`src/rtl/branch_predictor_ctrl.sv`:
```
`default_nettype none
// ============================================================================
// Module   : branch_predictor_ctrl
// Purpose  : Port arbiter and sequencer for a single-ported 2-bit predictor
//            table: IF lookups, EX training (priority), in-order in-flight
//            tracking, mispredict flush, init strobe and event counters.
// Revision : 1.0
// ============================================================================
module branch_predictor_ctrl #(
    parameter int AW        = 3,
    parameter int DEPTH     = 4,
    parameter int INIT_CYC  = 2,
    parameter int FLUSH_CYC = 2
) (
    input  logic                     clk,
    input  logic                     rst_n,
    input  logic                     lookup_req,
    input  logic [AW-1:0]            lookup_addr,
    output logic                     lookup_gnt,
    output logic                     lookup_valid,
    output logic                     lookup_taken,
    input  logic                     resolve_valid,
    input  logic                     resolve_outcome,
    output logic                     mispredict,
    output logic                     redirect_taken,
    output logic                     pred_init,
    output logic [AW-1:0]            pred_addr,
    output logic                     pred_update,
    output logic                     pred_outcome,
    input  logic                     pred_taken,
    output logic [$clog2(DEPTH):0]   occupancy,
    output logic [15:0]              misses,
    output logic [15:0]              resolved,
    output logic                     proto_err
);

    localparam int PW   = $clog2(DEPTH);
    localparam int OW   = PW + 1;
    localparam int CMAX = (INIT_CYC > FLUSH_CYC) ? INIT_CYC : FLUSH_CYC;
    localparam int CW   = $clog2(CMAX + 1);

    localparam logic [OW-1:0] C_FULL_CNT  = OW'(DEPTH);
    localparam logic [CW-1:0] C_INIT_LAST = CW'(INIT_CYC - 1);
    localparam logic [CW-1:0] C_FLSH_LAST = CW'(FLUSH_CYC - 1);

    typedef enum logic [1:0] {
        ST_INIT  = 2'd0,
        ST_RUN   = 2'd1,
        ST_FLUSH = 2'd2
    } state_t;

    state_t              r_state;
    logic [CW-1:0]       r_cnt;

    logic [AW-1:0]       r_q_addr [DEPTH];
    logic [DEPTH-1:0]    r_q_taken;
    logic [PW-1:0]       r_wptr;
    logic [PW-1:0]       r_rptr;

    logic                w_empty;
    logic                w_full;
    logic                w_active;
    logic                w_do_resolve;
    logic                w_proto;
    logic                w_miss;
    logic [AW-1:0]       w_head_addr;
    logic                w_head_taken;

    // The queue is empty whenever occupancy reads zero; the registered count
    // doubles as the OCCUPANCY output.
    assign w_empty      = (occupancy == '0);
    assign w_full       = (occupancy == C_FULL_CNT);
    assign w_active     = (r_state != ST_INIT);
    assign w_head_addr  = r_q_addr[r_rptr];
    assign w_head_taken = r_q_taken[r_rptr];

    assign w_do_resolve = resolve_valid & w_active & ~w_empty;
    assign w_proto      = resolve_valid & w_active &  w_empty;
    assign w_miss       = w_do_resolve & (w_head_taken != resolve_outcome);

    // Training owns the table port whenever it needs it; lookups yield.
    assign lookup_gnt   = lookup_req & (r_state == ST_RUN) & ~w_full & ~w_do_resolve;
    assign pred_addr    = w_do_resolve ? w_head_addr : lookup_addr;
    assign pred_update  = w_do_resolve;
    assign pred_outcome = resolve_outcome;

    always_ff @(posedge clk or negedge rst_n) begin
        if (!rst_n) begin
            r_state        <= ST_INIT;
            r_cnt          <= '0;
            for (int i = 0; i < DEPTH; i++) begin
                r_q_addr[i] <= '0;
            end
            r_q_taken      <= '0;
            r_wptr         <= '0;
            r_rptr         <= '0;
            occupancy      <= '0;
            misses         <= '0;
            resolved       <= '0;
            lookup_valid   <= 1'b0;
            lookup_taken   <= 1'b0;
            mispredict     <= 1'b0;
            redirect_taken <= 1'b0;
            proto_err      <= 1'b0;
            pred_init      <= 1'b1;
        end else begin
            lookup_valid   <= lookup_gnt;
            lookup_taken   <= lookup_gnt & pred_taken;
            mispredict     <= w_miss;
            redirect_taken <= w_miss & resolve_outcome;
            proto_err      <= w_proto;

            if (lookup_gnt) begin
                r_q_addr[r_wptr]  <= lookup_addr;
                r_q_taken[r_wptr] <= pred_taken;
                r_wptr            <= r_wptr + PW'(1);
                occupancy         <= occupancy + OW'(1);
            end

            if (w_do_resolve) begin
                if (resolved != 16'hFFFF) begin
                    resolved <= resolved + 16'd1;
                end
                if (w_miss) begin
                    if (misses != 16'hFFFF) begin
                        misses <= misses + 16'd1;
                    end
                    r_wptr    <= '0;
                    r_rptr    <= '0;
                    occupancy <= '0;
                end else begin
                    r_rptr    <= r_rptr + PW'(1);
                    occupancy <= occupancy - OW'(1);
                end
            end

            case (r_state)
                ST_INIT: begin
                    if (r_cnt == C_INIT_LAST) begin
                        r_state   <= ST_RUN;
                        r_cnt     <= '0;
                        pred_init <= 1'b0;
                    end else begin
                        r_cnt     <= r_cnt + CW'(1);
                    end
                end
                ST_RUN: begin
                    if (w_miss) begin
                        r_state <= ST_FLUSH;
                        r_cnt   <= '0;
                    end
                end
                ST_FLUSH: begin
                    if (r_cnt == C_FLSH_LAST) begin
                        r_state <= ST_RUN;
                        r_cnt   <= '0;
                    end else begin
                        r_cnt   <= r_cnt + CW'(1);
                    end
                end
                default: begin
                    r_state <= ST_INIT;
                    r_cnt   <= '0;
                end
            endcase
        end
    end

endmodule
`default_nettype wire
```
`config.mk`:
```
export PLATFORM = sky130hd
export DESIGN_NAME = branch_predictor_ctrl
export DESIGN_NICKNAME = d
export VERILOG_FILES = /design/src/rtl/branch_predictor_ctrl.sv
export SDC_FILE = /design/constraint.sdc
export NUM_CORES = 1
export LEC_CHECK = 0
export ABC_AREA = 1
export CORE_ASPECT_RATIO = 1.1
export CORE_UTILIZATION = 28
export DETAILED_ROUTE_END_ITERATION = 8
export GPL_ROUTABILITY_DRIVEN = 0
export GPL_TIMING_DRIVEN = 0
export HOLD_SLACK_MARGIN = 0.1
export PLACE_DENSITY = 0.52
export SKIP_LAST_GASP = 1
export SLEW_MARGIN = 20
export SYNTH_ARGS = -nofsm -noshare
export SYNTH_HDL_FRONTEND = slang
export SYNTH_SLANG_ARGS = --single-unit
```
`constraint.sdc`:
```
create_clock -name clk -period 2.6 [get_ports clk]
set_input_delay 0.52 -clock clk [delete_from_list [all_inputs] [get_ports clk]]
set_output_delay 0.52 -clock clk [all_outputs]
set_load 0.02 [all_outputs]
```
## Word level (Yosys, flattened, before mapping)

Cells that the tools add are included.

| operators by class | value |
|---|---|
| add/subtract/negate cells | 7 |
| $lt $le $gt $ge | 6 |
| equality and inequality tests | 9 |
| mux-type cells | 25 |
| bitwise operators | 14 |
| reduce and logical (&&, ||, !) cells | 11 |

Operators by type and width:

| operator | count |
|---|---|
| 16-bit by 1-bit adder with 16-bit output, second input constant | 2 |
| 16-bit inequality test, second input constant | 2 |
| 3-bit 2-to-1 mux | 7 |
| 2-bit 2-to-1 mux | 8 |
| 12-bit bitwise mux | 1 |
| 1-bit AND | 9 |
| 2-bit one-hot mux with 2 select lines | 2 |
| 2-bit by 1-bit adder with 2-bit output, second input constant | 3 |
| 3-bit binary-select mux with 2-bit select | 1 |
| 3-bit demux with 2-bit select | 1 |
| 3-bit >= comparator, second input constant | 2 |
| 2-bit by 3-bit < comparator with 1-bit output, second input constant | 2 |
| 2-bit NOT with 3-bit output | 2 |
| 2-bit AND reduction | 3 |
| 4-bit bitwise mux | 1 |
| 2-bit by 1-bit == test with 1-bit output, second input constant | 2 |
| 2-bit nonzero test | 2 |
| 3-bit by 1-bit adder with 3-bit output, second input constant | 1 |
| 3-bit == test, second input constant | 1 |
| 3-bit zero test | 1 |
| 3-bit by 1-bit < comparator with 1-bit output, second input constant | 1 |
| 1-bit NOT | 3 |
| 3-bit AND reduction | 1 |
| 3-bit by 1-bit subtractor with 3-bit output, second input constant | 1 |
| 11 further kinds | 13 |

| word-level totals | value |
|---|---|
| flip-flop bits (word level) | 65 |
| word-level logic and storage cells | 90 |

## Depth between registers and ports, before layout

Gate-level depths: netlist (run 1).

| depth | value |
|---|---|
| depth after elaboration | 8 |
| depth in mapped cells | 12 |
| mapped depth without buffers | 11 |

## Worst setup path after synthesis (run 1)

Ideal clock, no wire load.

| path | value |
|---|---|
| path kind | register to output |
| start | reg occupancy[0] |
| end | out pred_addr[0] |
| arrival | 1.804 ns |
| path slack | 0.276 ns |
| cell stages (with the launch flop) | 8 |
| cells stage by stage | dfrtp_1 inv_1 ha_1 nand2_2 o211ai_4 inv_6 buf_2 o21ai_0 |

| between the ends | value |
|---|---|
| word-level cells in the longest chain between the ends | 4 |

RTL lines:

| what | line | source |
|---|---|---|
| from (decl) | 31 | `output logic [$clog2(DEPTH):0] occupancy,` |
| from (signal assigned) | 117 | `occupancy <= occupancy + OW'(1);` |
| from (signal assigned) | 133 | `occupancy <= occupancy - OW'(1);` |
| 3-bit zero test | 71 | `assign w_empty = (occupancy == '0);` |
| 1-bit NOT | 77 | `assign w_do_resolve = resolve_valid & w_active & ~w_empty;` |
| 1-bit AND | 77 |  |
| via pred_update | 28 | `output logic pred_update,` |
| 3-bit 2-to-1 mux | 83 | `assign pred_addr = w_do_resolve ? w_head_addr : lookup_addr;` |
| to (decl) | 27 | `output logic [AW-1:0] pred_addr,` |

The timed path passes the listed nets, and every way through them passes these cells.

## Worst setup path in the final report (run 1)

| path | value |
|---|---|
| start | reg occupancy[0] |
| end | out pred_addr[1] |

| between the ends | value |
|---|---|
| word-level cells in the longest chain between the ends | 4 |

RTL lines:

| what | line |
|---|---|
| 3-bit zero test | 71 |
| 1-bit NOT | 77 |
| 1-bit AND | 77 |
| 3-bit 2-to-1 mux | 83 |

Every way passes these cells.

==> flow_summary_export.csv, run 1 <==
group,metric,value,unit
sta,clock.fmax,402,MHz
clocking,cts.root.buffer_cell,"clkbuf_16",
power_and_ir_drop,p_clk_share,24.6,%
floorplanning,start_util,29.1,%
clocking,clockBufferDepth,2,
final_layout,nets,546,
clocking,cts.sinks,65,
global_routing,overflow,0,
drt,drc,5,
worst_setup_path,start_kind,"flop",
logic_synthesis,synth_edf_count,0,
logic_synthesis,post_synth_num_cell_types,37,
floorplanning,fp.dieArea,0.0137,sq mm
clocking,clkLatencyLatePin,0.34,ns
worst_setup_path,rrSetupSlack,0.77,ns
logic_synthesis,yosys_register_bits,65,
logic_synthesis,yosysSeqAreaShare,43.8,%
worst_setup_path,cp_max_fo,15,
final_layout,seq_area,0.00163,sq mm
global_routing,grt_pass1_wl,14900,um
clocking,clk_pin_slew_worst_paths,0.05,ns
logic_synthesis,async_flop_share,100,%
global_routing,grt_pass1_vias,3105,
drt,via_per_inst,4.55,
min_path,min_to,"pred_init",
logic_synthesis,syn_avg_cell_area,8.09,sq um
sta,period_share,95.7,%
drt,ant_nets,0,
clocking,cts.htree.levels,3,
worst_setup_path,crit_required,2.08,ns
drt,wl_per_cell,12.6,um
floorplanning,ioPinCount,56,
global_routing,antenna_found_initial,0,
floorplanning,core,0.0128,sq mm
min_path,min-delay-start,"pred_init",
sta,relSlewSlack,77.4,%
final_layout,syn_to_final_growth,28.6,%
sta,finalSetupViolCount,0,
min_path,hold_class,"flop to flop",
worst_setup_path,crit-reg2reg-launch,"misses[0]",
sta,fin_crit,2.49,ns
floorplanning,fp.dieH,123,um
power_and_ir_drop,powerDensity,987,mW/mm^2
sta,grt_setup_unrepaired,"no",
clocking,cts_made_buffers,9,
power_and_ir_drop,power_switching,1.90,mW
clocking,cts_tree,"built",
sta,max_slew.worst_pin.slew,0.338,ns
run,drv_cap,0,
logic_synthesis,synth_area_leader_cell,"dfrtp_1",
power_and_ir_drop,intPower,2.81,mW
outcome,status,"complete, but fails checks",
final_layout,drive_above_1_share,12.0,%
power_and_ir_drop,swShare,40.3,%
power_and_ir_drop,total_power,4.72,mW
drt,first_iter_violations,140,
worst_setup_path,critPathKind,"flop to output pin",
logic_synthesis,ys.flop_type,"dfrtp_1",
drt,vias,3140,
floorplanning,rows,43,
logic_synthesis,syn_area,0.00371,sq mm
worst_setup_path,crit_path_end_kind,"output pin",
final_layout,multiInputGateArea,0.00182,sq mm
logic_synthesis,yosys.area.top_type_share,43.1,%
floorplanning,die_x,112,um
final_layout,fillerInstances,1341,
drt,detail_route.first_pass.iterations,8,
power_and_ir_drop,pwr-share-comb,41.8,%
outcome,violations,"design-rule violations",
worst_setup_path,crit_path_start,"occupancy[0]",
sta,fin_skew,0.00519,ns
global_routing,grt_usage,14.0,%
power_and_ir_drop,seqPwrFrac,33.6,%
final_layout,n_antenna_cell,0,
min_path,hold_depth,1,
sta,hold_violations,0,
global_routing,grt_max_degree,43,
worst_setup_path,r2r-end,"misses[7]",
logic_synthesis,ys_top_cells_by_area,"dfrtp_1 (43%), nand2_1 (16%), nand3_1 (5.4%)",
power_and_ir_drop,max-vdd-ir-drop,0.310,mV
worst_setup_path,cp_data_arrival_time,1.97,ns
logic_synthesis,yosysWarnings,0,
worst_setup_path,r2r_cells,8,
logic_synthesis,syn-num-nets,477,
place,dp.final_hpwl,6320,um
final_layout,fin_util,37.5,%
power_and_ir_drop,p_leak,2.24,nW
logic_synthesis,syn_inst,459,
place,port_buffers,55,
sta,final_max_slew_viol_count,0,
drt,wl,8720,um
-- sequential cells by signal, summed over array words and instances, names as in the netlist --
register	count
lookup_taken	1
proto_err	1
misses	16
occupancy	3
r_state	2
r_cnt	2
resolved	16
lookup_valid	1
r_q_addr	12
r_rptr	2
r_q_taken	4
mispredict	1
pred_init	1
redirect_taken	1
r_wptr	2
-- cell usage after synthesis (3+ instances only) --
library cell	n
buf_6	5
dfrtp_1	64
ha_1	9
inv_1	36
nand2_1	154
nand2_2	5
nand2_4	8
nand3_1	40
nand3_2	3
nand4_1	7
nor2_1	36
nor3_1	4
o21ai_0	35
o21ai_1	4
o22ai_1	3
xnor2_1	9
xor2_1	11
-- critical path, cell delays in order, from the launching register on --
cell,delay [ns]
dfrtp_1,0.40
inv_1,0.10
ha_1,0.23
nand2_2,0.10
o211ai_4,0.14
inv_6,0.18
nand2_1,0.06
o21ai_0,0.07
dlygate4sd1_1,0.33
-- layer usage --
layer	global-route usage (%)	vias to the layer above	wire, um
met3	2.22	11	266
met4	8.11	0	190
met1	17.2	1466	4040
met2	23.4	49	4220
met5	0	-	0
li1	-	1614	-
-- repair_timing --
item,CTS,global route
hold buffers,1,0
pin swaps,1,0
endpoints found under the setup margin,5,3
hold endpoints to repair,9,0
resized for setup,5,8
buffers inserted,2,0
-- power by group through the flow --
| stage | combinational, mW | clock [mW] | sequential, mW |
|---|---|---|---|
| final | 1.97 | 1.16 | 1.59 |
| after global routing | 2.21 | 1.24 | 1.62 |
| after CTS | 2.01 | 1.20 | 1.59 |
| after detailed placement | 2.01 | 0 | 1.60 |
| after global placement | 1.97 | 0 | 1.59 |
| after floorplan | 1.25 | 0 | 1.69 |
-- cell families (layout without fill, tap and decap cells) --
| family | Yosys count | after routing | share of synthesized area, % |
|---|---|---|---|
| adder cells (fa/ha/maj) | 9 | 9 | 3.03 |
| flip-flops | 65 | 65 | 43.8 |
| XOR/XNOR | 20 | 20 | 4.72 |
| AND/OR/NAND/NOR | 268 | 268 | 34.0 |
| AO/OA/AOI/OAI | 47 | 47 | 7.18 |
| buffers and inverters | 50 | 124 | 7.21 |
-- cell type report --
| type | instances | share of cell area [%] |
|---|---|---|
| Sequential cell | 65 | 34.1 |
| Clock buffer | 13 | 5.66 |
| Buffer | 8 | 1.81 |
| Tap cell | 157 | 4.11 |
| Clock inverter | 3 | 0.314 |
| Timing Repair Buffer | 59 | 12.3 |
| Inverter | 41 | 3.69 |
| Multi-Input combinational cell | 344 | 38.1 |
-- cell usage in the layout (no fill, tap or decap), types with 2 or more instances in the layout --
cell type,instances
buf_4,5
nand3_4,2
nor2_1,36
o21ai_2,2
nand2_1,154
nand3_1,40
o22ai_1,3
clkdlybuf4s50_1,49
nand4_1,7
dfrtp_1,64
ha_1,9
nor2_4,2
inv_4,2
buf_6,5
clkbuf_16,9
xnor2_1,9
clkbuf_2,2
o21ai_1,4
nand2_4,8
clkinv_2,3
o21ai_0,35
nor2_2,2
nand2_2,5
nand3_2,3
nor3_1,4
inv_1,36
dlygate4sd2_1,2
xor2_1,11
clkbuf_8,3
-- stage by stage --
stage | instances | cell area (sq um) | setup slack [ns] | TNS, ns | hold WS [ns]
after floorplan | 459 | 3710 | 0.276 | 0 | 0.224
after global placement | 671 | 4460 | -1.32 | -86.34 | 0.450
after detailed placement | 672 | 4490 | -0.432 | -1.59 | 0.452
after CTS | 690 | 4780 | 0.0310 | 0 | 0.460
after global routing | 690 | 4780 | 0.00439 | 0 | 0.475
final | 690 | 4780 | 0.112 | 0 | 0.457
-- how the worst max path moves through the flow --
stage	endpoint	slack, ns	cells after the start
6_report	pred_addr[1]	0.11	8
5_1_grt	pred_addr[1]	0.004	8
3_5_place_dp	pred_addr[2]	-0.43	7
4_1_cts	pred_addr[2]	0.03	8
3_3_place_gp	r_q_addr[11]	-1.32	1
2_1_floorplan	pred_addr[0]	0.28	7
Power figures use the tool's default switching activity.
==> run 2: changes to the inputs <==
--- a/config.mk
+++ b/config.mk
@@ -6,13 +6,16 @@
 export NUM_CORES = 1
 export LEC_CHECK = 0
 export ABC_AREA = 1
+export CELL_PAD_IN_SITES_DETAIL_PLACEMENT = 1
+export CELL_PAD_IN_SITES_GLOBAL_PLACEMENT = 2
 export CORE_ASPECT_RATIO = 1.1
+export CORE_MARGIN = 2
 export CORE_UTILIZATION = 28
 export DETAILED_ROUTE_END_ITERATION = 8
 export GPL_ROUTABILITY_DRIVEN = 0
 export GPL_TIMING_DRIVEN = 0
 export HOLD_SLACK_MARGIN = 0.1
-export PLACE_DENSITY = 0.52
+export PLACE_DENSITY = 0.76
 export SKIP_LAST_GASP = 1
 export SLEW_MARGIN = 20
 export SYNTH_ARGS = -nofsm -noshare
==> flow_summary_export.csv, run 2 (synthesis results as in run 1) <==
group,metric,value,unit
floorplanning,ioPinCount,56,
clocking,clkLatencyLatePin,0.34,ns
global_routing,antenna_found_initial,0,
worst_setup_path,critPathKind,"flop to output pin",
sta,fin_crit,2.47,ns
sta,hold_violations,0,
final_layout,drive_above_1_share,12.7,%
drt,wl_per_cell,14.3,um
drt,vias,3250,
clocking,clockBufferDepth,2,
place,placed_cell_area,0.00449,sq mm
final_layout,final_common_cell,"nand2_1",
sta,layout_setup_ws,0.133,ns
final_layout,n_antenna_cell,0,
final_layout,layout_common_cells,"nand2_1 (154), dfrtp_1 (64), clkdlybuf4s50_1 (49)",
place,port_buffers,55,
global_routing,grt_usage,15.0,%
drt,ant_nets,0,
floorplanning,core,0.0131,sq mm
place,dp_slack,-0.398,ns
worst_setup_path,crit_path_end_kind,"output pin",
clocking,cts.htree.levels,3,
global_routing,grt_pass1_vias,3370,
place,dp.final_hpwl,7310,um
worst_setup_path,slowest_stage,"dfrtp_1",
place,place_inst,676,
global_routing,grt_pass1_wl,16600,um
power_and_ir_drop,powerDensity,1040,mW/mm^2
sta,period_share,94.9,%
final_layout,fin_util,37.2,%
global_routing,grt_max_degree,48,
floorplanning,die_x,114,um
drt,via_per_inst,4.67,
final_layout,fin_cells,696,
worst_setup_path,slowest_delay,0.34,ns
clocking,cts.root.buffer_cell,"clkbuf_16",
power_and_ir_drop,p_leak,2.27,nW
sta,finalSetupViolCount,0,
drt,wl,9970,um
final_layout,seq_area,0.00163,sq mm
global_routing,overflow,0,
floorplanning,start_util,28.3,%
worst_setup_path,start_kind,"flop",
worst_setup_path,cp_cell_sequence,"inv_1 -> ha_1 -> nand2_2 -> o211ai_4 -> buf_4 -> inv_6 -> nand2_1 -> o21ai_0 -> clkdlybuf4s15_2",
sta,final_max_slew_viol_count,0,
floorplanning,rows,44,
min_path,hold_class,"flop to flop",
worst_setup_path,cp_max_fo,15,
final_layout,fillerInstances,1573,
sta,relSlewSlack,75.8,%
clocking,cts.sinks,65,
worst_setup_path,crit_required,2.08,ns
final_layout,multiInputGateArea,0.00182,sq mm
outcome,status,"complete, no violations",
sta,max_slew.worst_pin.slew,0.361,ns
drt,drc,0,
drt,first_iter_violations,61,
final_layout,nets,548,
final_layout,syn_to_final_growth,31.2,%
final_layout,design_area,0.00487,sq mm
floorplanning,fp.dieArea,0.0142,sq mm
sta,grt_setup_unrepaired,"no",
sta,clock.fmax,405,MHz
clocking,cts_tree,"built",
drt,detail_route.first_pass.iterations,4,
power_and_ir_drop,max-vdd-ir-drop,0.460,mV
floorplanning,fp.dieH,125,um
clocking,cts_made_buffers,9,
worst_setup_path,cp_data_arrival_time,1.95,ns
run,drv_cap,0,
final_layout,top_regs,"misses (16), resolved (16), r_q_addr (12)",
sta,fin_skew,0.00624,ns
clocking,clk_pin_slew_worst_paths,0.05,ns
[run 2: cell count changes in the layout (fill, tap and decap cells not counted), sizes merged]
cell,previous run,this run
bufinv,0,3
clkbuf,15,10
dlygate4sd1,1,0
buf,12,14
clkdlybuf4s15,0,3
[run 2: critical path, delay by kind of cell, from the launching register on]
kind	cells	cell delay, ns
simple gates	2	0.18
compound gates	2	0.18
flops	1	0.34
fa+ha+maj	1	0.23
buf+inv	4	0.66
[run 2: report_power, final]
| part | internal, mW | leakage (nW) | switching, mW |
|---|---|---|---|
| Sequential | 1.30 | 0.849 | 0.286 |
| Clock | 0.957 | 0.172 | 0.464 |
| Combinational | 0.825 | 1.25 | 1.22 |
| Total | 3.09 | 2.27 | 1.97 |
[run 2: worst paths after layout]
path                                    from            to  slack (ns)  cells after the start
worst max-delay path            occupancy[0]  pred_addr[1]        0.13                      9
worst max register to register     misses[0]    misses[13]        0.75                      8
min in group asynchronous              rst_n   r_q_addr[9]        0.60                      2
worst min-delay path               pred_init     pred_init        0.46                      1
worst min register to register     pred_init     pred_init        0.46                      1
max in group asynchronous              rst_n     pred_init        1.41                      3
[run 2: area by class of cell]
class,instances,area share [%]
flip-flops and latches,65,33.4
multi-input cells,344,37.3
plain buffers,8,1.77
clock inverters,6,2.16
clock buffers,10,4.91
repair buffers,61,12.7
inverters,41,3.62
well taps,161,4.14
[run 2: metrics by stage]
stage,hold slack [ns],power [mW],setup TNS (ns)
floorplan,0.224,2.93,0
global placement,0.448,3.58,-92.79
detailed placement,0.424,3.67,-1.43
CTS,0.462,5.13,0
global route,0.482,5.43,0
finish,0.457,5.06,0
[run 2: repair_timing]
| action | 4_1_cts | 5_1_grt |
|---|---|---|
| hold buffers | 1 | 0 |
| gates resized for setup | 14 | 0 |
| gates cloned | 0 | 0 |
| setup buffers | 2 | 2 |
| pin swaps | 1 | 0 |
| hold endpoints to repair | 18 | 0 |
| endpoints found under the setup margin | 5 | 3 |
[run 2: metal layers]
metal	track usage [%]	wire length, um
met5	0	0
met4	6.24	191
met3	3.45	254
met2	24.3	4910
met1	19.0	4610
